<file path="src/rtl/alu_txn_driver.sv">
// Command FIFO plus issue/response tracker that drives a 4-bit ALU through its
// valid_in/valid_out handshake, with watchdog and spurious-response detection.
package macro_pkg;
  typedef enum logic [3:0] {
    OP_ADD = 4'h0,
    OP_SUB = 4'h1,
    OP_AND = 4'h2,
    OP_OR  = 4'h3,
    OP_XOR = 4'h4,
    OP_NOT = 4'h5,
    OP_SHL = 4'h6,
    OP_SHR = 4'h7
  } opcode_e;
endpackage

// state   | meaning
// IDLE    | nothing issued
// RUN     | issuing from the FIFO while enable is high
// DRAIN   | enable dropped, waiting for outstanding responses
// TIMEOUT | watchdog expired, halted until clear
module alu_txn_driver
  import macro_pkg::*;
#(
  parameter int FIFO_DEPTH = 4,
  parameter int MAX_OUT    = 4,
  parameter int TIMEOUT    = 16,
  parameter int CNT_W      = 16
) (
  input  logic             clk,
  input  logic             reset,
  input  logic             enable,
  input  logic             clear,
  input  logic             cmd_valid,
  output logic             cmd_ready,
  input  logic [3:0]       cmd_a,
  input  logic [3:0]       cmd_b,
  input  logic             cmd_cin,
  input  opcode_e          cmd_ctl,
  output logic             dut_reset,
  output logic             valid_in,
  output logic             cin,
  output logic [3:0]       a,
  output logic [3:0]       b,
  output opcode_e          ctl,
  input  logic             valid_out,
  input  logic             carry,
  input  logic             zero,
  input  logic [3:0]       alu,
  output logic             rsp_valid,
  output logic [3:0]       rsp_alu,
  output logic             rsp_carry,
  output logic             rsp_zero,
  output logic             busy,
  output logic             err_timeout,
  output logic             err_spurious,
  output logic [CNT_W-1:0] issued_cnt,
  output logic [CNT_W-1:0] done_cnt
);

  localparam int PTR_W = (FIFO_DEPTH > 1) ? $clog2(FIFO_DEPTH) : 1;
  localparam int WD_W  = $clog2(TIMEOUT + 1);
  localparam logic [PTR_W:0]  FIFO_FULL = (PTR_W + 1)'(FIFO_DEPTH);
  localparam logic [3:0]      MAX_OUT_V = 4'(MAX_OUT);
  localparam logic [WD_W-1:0] WD_RELOAD = WD_W'(TIMEOUT);

  typedef struct packed {
    logic [3:0] a;
    logic [3:0] b;
    logic       cin;
    opcode_e    ctl;
  } cmd_t;

  typedef enum logic [1:0] {S_IDLE, S_RUN, S_DRAIN, S_TIMEOUT} state_e;

  state_e          state;
  cmd_t            mem [FIFO_DEPTH];
  cmd_t            head;
  logic [PTR_W-1:0] wr_ptr, rd_ptr;
  logic [PTR_W:0]  count;
  logic [3:0]      outstanding;
  logic [WD_W-1:0] wd;
  logic            dut_reset_q;
  logic            full, empty, push, pop, wd_hit, spurious;

  assign full      = (count == FIFO_FULL);
  assign empty     = (count == '0);
  assign cmd_ready = !full && !clear && (state != S_TIMEOUT);
  assign push      = cmd_valid && cmd_ready;
  assign head      = mem[rd_ptr];
  assign spurious  = valid_out && (outstanding == '0);
  // Down-counter expiry: the next edge would be the TIMEOUT-th silent cycle.
  assign wd_hit    = (outstanding != '0) && !valid_out && (wd == WD_W'(1));
  assign pop       = (state == S_RUN) && enable && !empty &&
                     (outstanding < MAX_OUT_V) && !clear && !wd_hit;
  assign dut_reset = reset | dut_reset_q;
  assign busy      = (state == S_RUN) || (state == S_DRAIN) || (outstanding != '0);

  always_ff @(posedge clk) begin
    if (push) mem[wr_ptr] <= '{a: cmd_a, b: cmd_b, cin: cmd_cin, ctl: cmd_ctl};
  end

  always_ff @(posedge clk or posedge reset) begin
    if (reset) begin
      wr_ptr <= '0;
      rd_ptr <= '0;
      count  <= '0;
    end else if (clear) begin
      wr_ptr <= '0;
      rd_ptr <= '0;
      count  <= '0;
    end else begin
      if (push) wr_ptr <= wr_ptr + PTR_W'(1);
      if (pop)  rd_ptr <= rd_ptr + PTR_W'(1);
      if (push && !pop)      count <= count + (PTR_W + 1)'(1);
      else if (pop && !push) count <= count - (PTR_W + 1)'(1);
    end
  end

  always_ff @(posedge clk or posedge reset) begin
    if (reset) begin
      state        <= S_IDLE;
      valid_in     <= 1'b0;
      a            <= '0;
      b            <= '0;
      cin          <= 1'b0;
      ctl          <= opcode_e'(0);
      rsp_valid    <= 1'b0;
      rsp_alu      <= '0;
      rsp_carry    <= 1'b0;
      rsp_zero     <= 1'b0;
      err_timeout  <= 1'b0;
      err_spurious <= 1'b0;
      issued_cnt   <= '0;
      done_cnt     <= '0;
      outstanding  <= '0;
      wd           <= WD_RELOAD;
      dut_reset_q  <= 1'b0;
    end else begin
      dut_reset_q <= clear;
      rsp_valid   <= valid_out;
      if (valid_out) begin
        rsp_alu   <= alu;
        rsp_carry <= carry;
        rsp_zero  <= zero;
      end
      if (clear) begin
        state        <= S_IDLE;
        valid_in     <= 1'b0;
        err_timeout  <= 1'b0;
        err_spurious <= 1'b0;
        issued_cnt   <= '0;
        done_cnt     <= '0;
        outstanding  <= '0;
        wd           <= WD_RELOAD;
      end else begin
        valid_in <= pop;
        if (pop) begin
          a          <= head.a;
          b          <= head.b;
          cin        <= head.cin;
          ctl        <= head.ctl;
          issued_cnt <= issued_cnt + CNT_W'(1);
        end
        if (valid_out) done_cnt <= done_cnt + CNT_W'(1);
        if (spurious) err_spurious <= 1'b1;

        // Spurious responses never decrement; they were never counted in.
        if (pop && !(valid_out && !spurious))      outstanding <= outstanding + 4'd1;
        else if (!pop && valid_out && !spurious)   outstanding <= outstanding - 4'd1;

        if (valid_out || (outstanding == '0)) wd <= WD_RELOAD;
        else if (wd != '0)                    wd <= wd - WD_W'(1);

        if (wd_hit) begin
          state       <= S_TIMEOUT;
          err_timeout <= 1'b1;
        end else begin
          case (state)
            S_IDLE:  if (enable) state <= S_RUN;
            S_RUN:   if (!enable) state <= (outstanding != '0) ? S_DRAIN : S_IDLE;
            S_DRAIN: begin
              if (enable)                  state <= S_RUN;
              else if (outstanding == '0)  state <= S_IDLE;
            end
            default: state <= S_TIMEOUT;
          endcase
        end
      end
    end
  end

endmodule

</file>
<file path="config.mk">
export PLATFORM = sky130hd
export DESIGN_NAME = alu_txn_driver
export DESIGN_NICKNAME = d
export VERILOG_FILES = /design/src/rtl/alu_txn_driver.sv
export SDC_FILE = /design/constraint.sdc
export NUM_CORES = 1
export LEC_CHECK = 0
export BUFFER_PORTS_ARGS = -buffer_cell sky130_fd_sc_hd__clkbuf_2
export CAP_MARGIN = 15
export CORE_ASPECT_RATIO = 1.5
export CORE_UTILIZATION = 50
export DETAILED_ROUTE_END_ITERATION = 6
export MAX_ROUTING_LAYER = met4
export PLACE_DENSITY_LB_ADDON = 0.08
export SLEW_MARGIN = 20
export SYNTH_ARGS = -nofsm -noshare
export SYNTH_HDL_FRONTEND = slang
export SYNTH_SLANG_ARGS = --single-unit
</file>
<file path="constraint.sdc">
create_clock -name clk -period 2.54 [get_ports clk]
set_input_delay 0.254 -clock clk [delete_from_list [all_inputs] [get_ports clk]]
set_output_delay 0.254 -clock clk [all_outputs]
set_load 0.02 [all_outputs]
</file>
==> flow_summary.yaml <==
routing:
  drc: 0
  via_count: 3774
  drt-initial-drc-count: 176
  drtAntennaViolNets: 0
  wl_per_cell_um: 16.34
  dr.pass1.iters: 4
  viasPerCell: 5.361
  drt_wl_total_um: 11500
min_path:
  hp-start: "cmd_ctl[0]"
  hold_path.class: "input port to flop"
worst_setup_path:
  startpoint: "outstanding[3]$_DFFE_PP0P_"
  timing_worst_setup_path_type: "flop to flop"
  start_kind: "flop"
  r2r-start: "outstanding[3]$_DFFE_PP0P_"
  cp_common_cell: "a31oi_1"
  crit_fanout: 8
  critPathArrivalTime_ps: 2680
  cp.required_ps: 2820
  crit_path_end_kind: "flop"
  cpPeakStageDelay_ps: 520
  cp_slowest_cell: "or4_4"
  critPathBufInv: 0
  worstPathCellList: "or4_4, nand4b_4, nand2_4, and2_1, fa_2, o311ai_2, a31oi_1, a31oi_1, o31ai_1"
  critPathTopFamily: "simple AND/OR/NAND/NOR gates"
global_route:
  antenna_found_initial: 0
  grt_overflow: 0
  grt_first_pass_wirelength_um: 18810
  grt_max_degree: 50
  grt_use_total_pct: 22.51
  grt_pass1_vias: 3793
synth:
  yosysWarningCount: 0
  syn_nets: 487
  synthTopCellsByArea: "dfrtp_1 (33%), edfxtp_1 (28%), mux4_2 (5.2%)"
  synth_edf_count: 52
  synthArstFlopShare_pct: 58.73
  synth_seq_cells: 126
  synth.distinct_cells: 52
  netlist.area_leader.share_pct: 32.74
  synthesis.area_um2: 5579
  synth_seq_area_share_pct: 61.20
  yosysMostFrequentCell: "dfrtp_1"
  synth_ff_type: "dfrtp_1"
  syn_avg_cell_area_um2: 12.54
  synth_top_area_cell: "dfrtp_1"
  synth_commonest_cells: "dfrtp_1 (73), nand2_1 (71), edfxtp_1 (52)"
  synth_cells: 445
timing:
  finalSetupViolCount: 0
  skew_ps: 8.180
  clock.fmax_ghz: 0.4161
  finalHoldViolCount: 0
  grt_setup_unrepaired: "no"
  worst_slew_pin_slew_ps: 985.5
  setup_tns_ps: 0
  worst_slack_ps: 136.8
  period_share_pct: 94.62
  slew_viol_final: 0
  relSlewSlack_pct: 33.26
  min_period_ps: 2403
floorplan:
  die_h_um: 131.4
  die-area_um2: 11590
  core_area_um2: 10710
  die_x_um: 88.25
  start_util_pct: 52.12
  rows: 46
  ioPinCount: 83
cts:
  root_buffer: "clkbuf_16"
  cts.clk_slew.worst_paths_ps: 60
  cts_buffer_depth: 2
  htree_levels: 4
  clk_latency_ps: 410
  cts_buffers: 17
  cts.sinks: 126
  cts_tree: "yes"
power:
  p_per_area_nw_per_um2: 880.8
  p_sw_share_pct: 29.71
  seqPwrFrac_pct: 41.6
  vdd_ir_drop_max_uv: 740.8
  p_sw_mw: 1.798
  p_leak_nw: 3.008
  clkPwrFrac_pct: 37.1
  p_int_mw: 4.253
  combPwrFrac_pct: 21.3
final_layout:
  final_core_util_pct: 64.18
  drive_above_1_share_pct: 29.29
  area_growth_pct: 23.14
  fill_cells: 876
  antenna_cells: 0
  final_net_count: 589
  final_area_um2: 6870
status:
  outcome: "complete, no violations"
place:
  numPortBuffers: 82
  placed_cell_area_um2: 6267
  dp_slack_ps: 86.32
  gp_congestion: 0.8129
  hpwl_um: 7809
flow_run:
  cap_violations: 0
[worst paths after layout]
check	to	slack [ps]	cells after the start
worst max-delay path	count[2]$_DFFE_PP0P_	140	9
worst min-delay path	mem[1][0]$_DFFE_PP_	60	1
worst max register to register	count[2]$_DFFE_PP0P_	140	9
worst min register to register	ctl[2]$_DFFE_PP0P_	470	2
max in group asynchronous	ctl[2]$_DFFE_PP0P_	1420	4
min in group asynchronous	state[0]$_DFFE_PP0P_	450	3
[power groups by stage]
stage	logic (mW)	clock network [mW]	registers, mW
after CTS	1.28	2.28	2.51
after global routing	1.43	2.38	2.55
after floorplan	0.798	0	2.64
final	1.29	2.25	2.52
after detailed placement	1.28	0	2.54
after global placement	1.24	0	2.54
[final cells by class]
cell class | count | area (um^2) | share of cell area, %
Clock buffer | 18 | 439.2 | 6.392
Clock inverter | 14 | 118.9 | 1.730
Inverter | 18 | 70.07 | 1.020
Multi-Input combinational cell | 283 | 2078 | 30.25
Sequential cell | 126 | 3416 | 49.72
Tap cell | 144 | 180.2 | 2.622
Timing Repair Buffer | 101 | 568.0 | 8.268
[sequential cells by signal, summed over array words and instances (netlist names), 2 cells and up]
signal,count
count,3
rd_ptr,2
done_cnt,16
a,4
issued_cnt,16
wd,5
mem,52
b,4
state,2
wr_ptr,2
rsp_alu,4
outstanding,4
ctl,4
[cell usage in the layout (no fill, tap or decap), drive strengths merged, types with 11 or more instances in the layout]
cell type	n
dfrtp	73
nor2	33
buf	18
nand2	72
inv	18
mux4	13
mux2i	11
xnor2	16
clkinv	11
ha	15
edfxtp	52
clkbuf	100
o21ai	11
[layer usage]
metal | wire length (um) | global-route usage [%] | vias up
li1 | - | - | 1795
met1 | 4521 | 24.76 | 1873
met2 | 6242 | 37.78 | 87
met3 | 505 | 6.407 | 19
met4 | 232 | 8.781 | 0
met5 | 0 | - | -
[logic make-up after synthesis]
group	after synthesis	synth area share, %
mux	31	8.634
fa+ha+maj	17	4.082
xor+xnor	26	4.081
compound gates	48	5.696
flops	126	61.20
buf+inv	36	2.669
simple gates	161	13.64
[what timing repair did]
item,4_1_cts,5_1_grt
resized for setup,0,5
endpoints found under the hold margin,24,0
hold buffers,1,0
setup buffers,0,1
endpoints found under the setup margin,0,2
[stage by stage]
step	std cells	power [mW]	hold WS, ps
final	704	6.051	55.49
after global routing	704	6.353	44.70
after CTS	703	6.076	42.77
after detailed placement	670	3.820	357.9
after global placement	670	3.781	351.1
after floorplan	445	3.441	285.4
(Power assumes the default switching activity.)
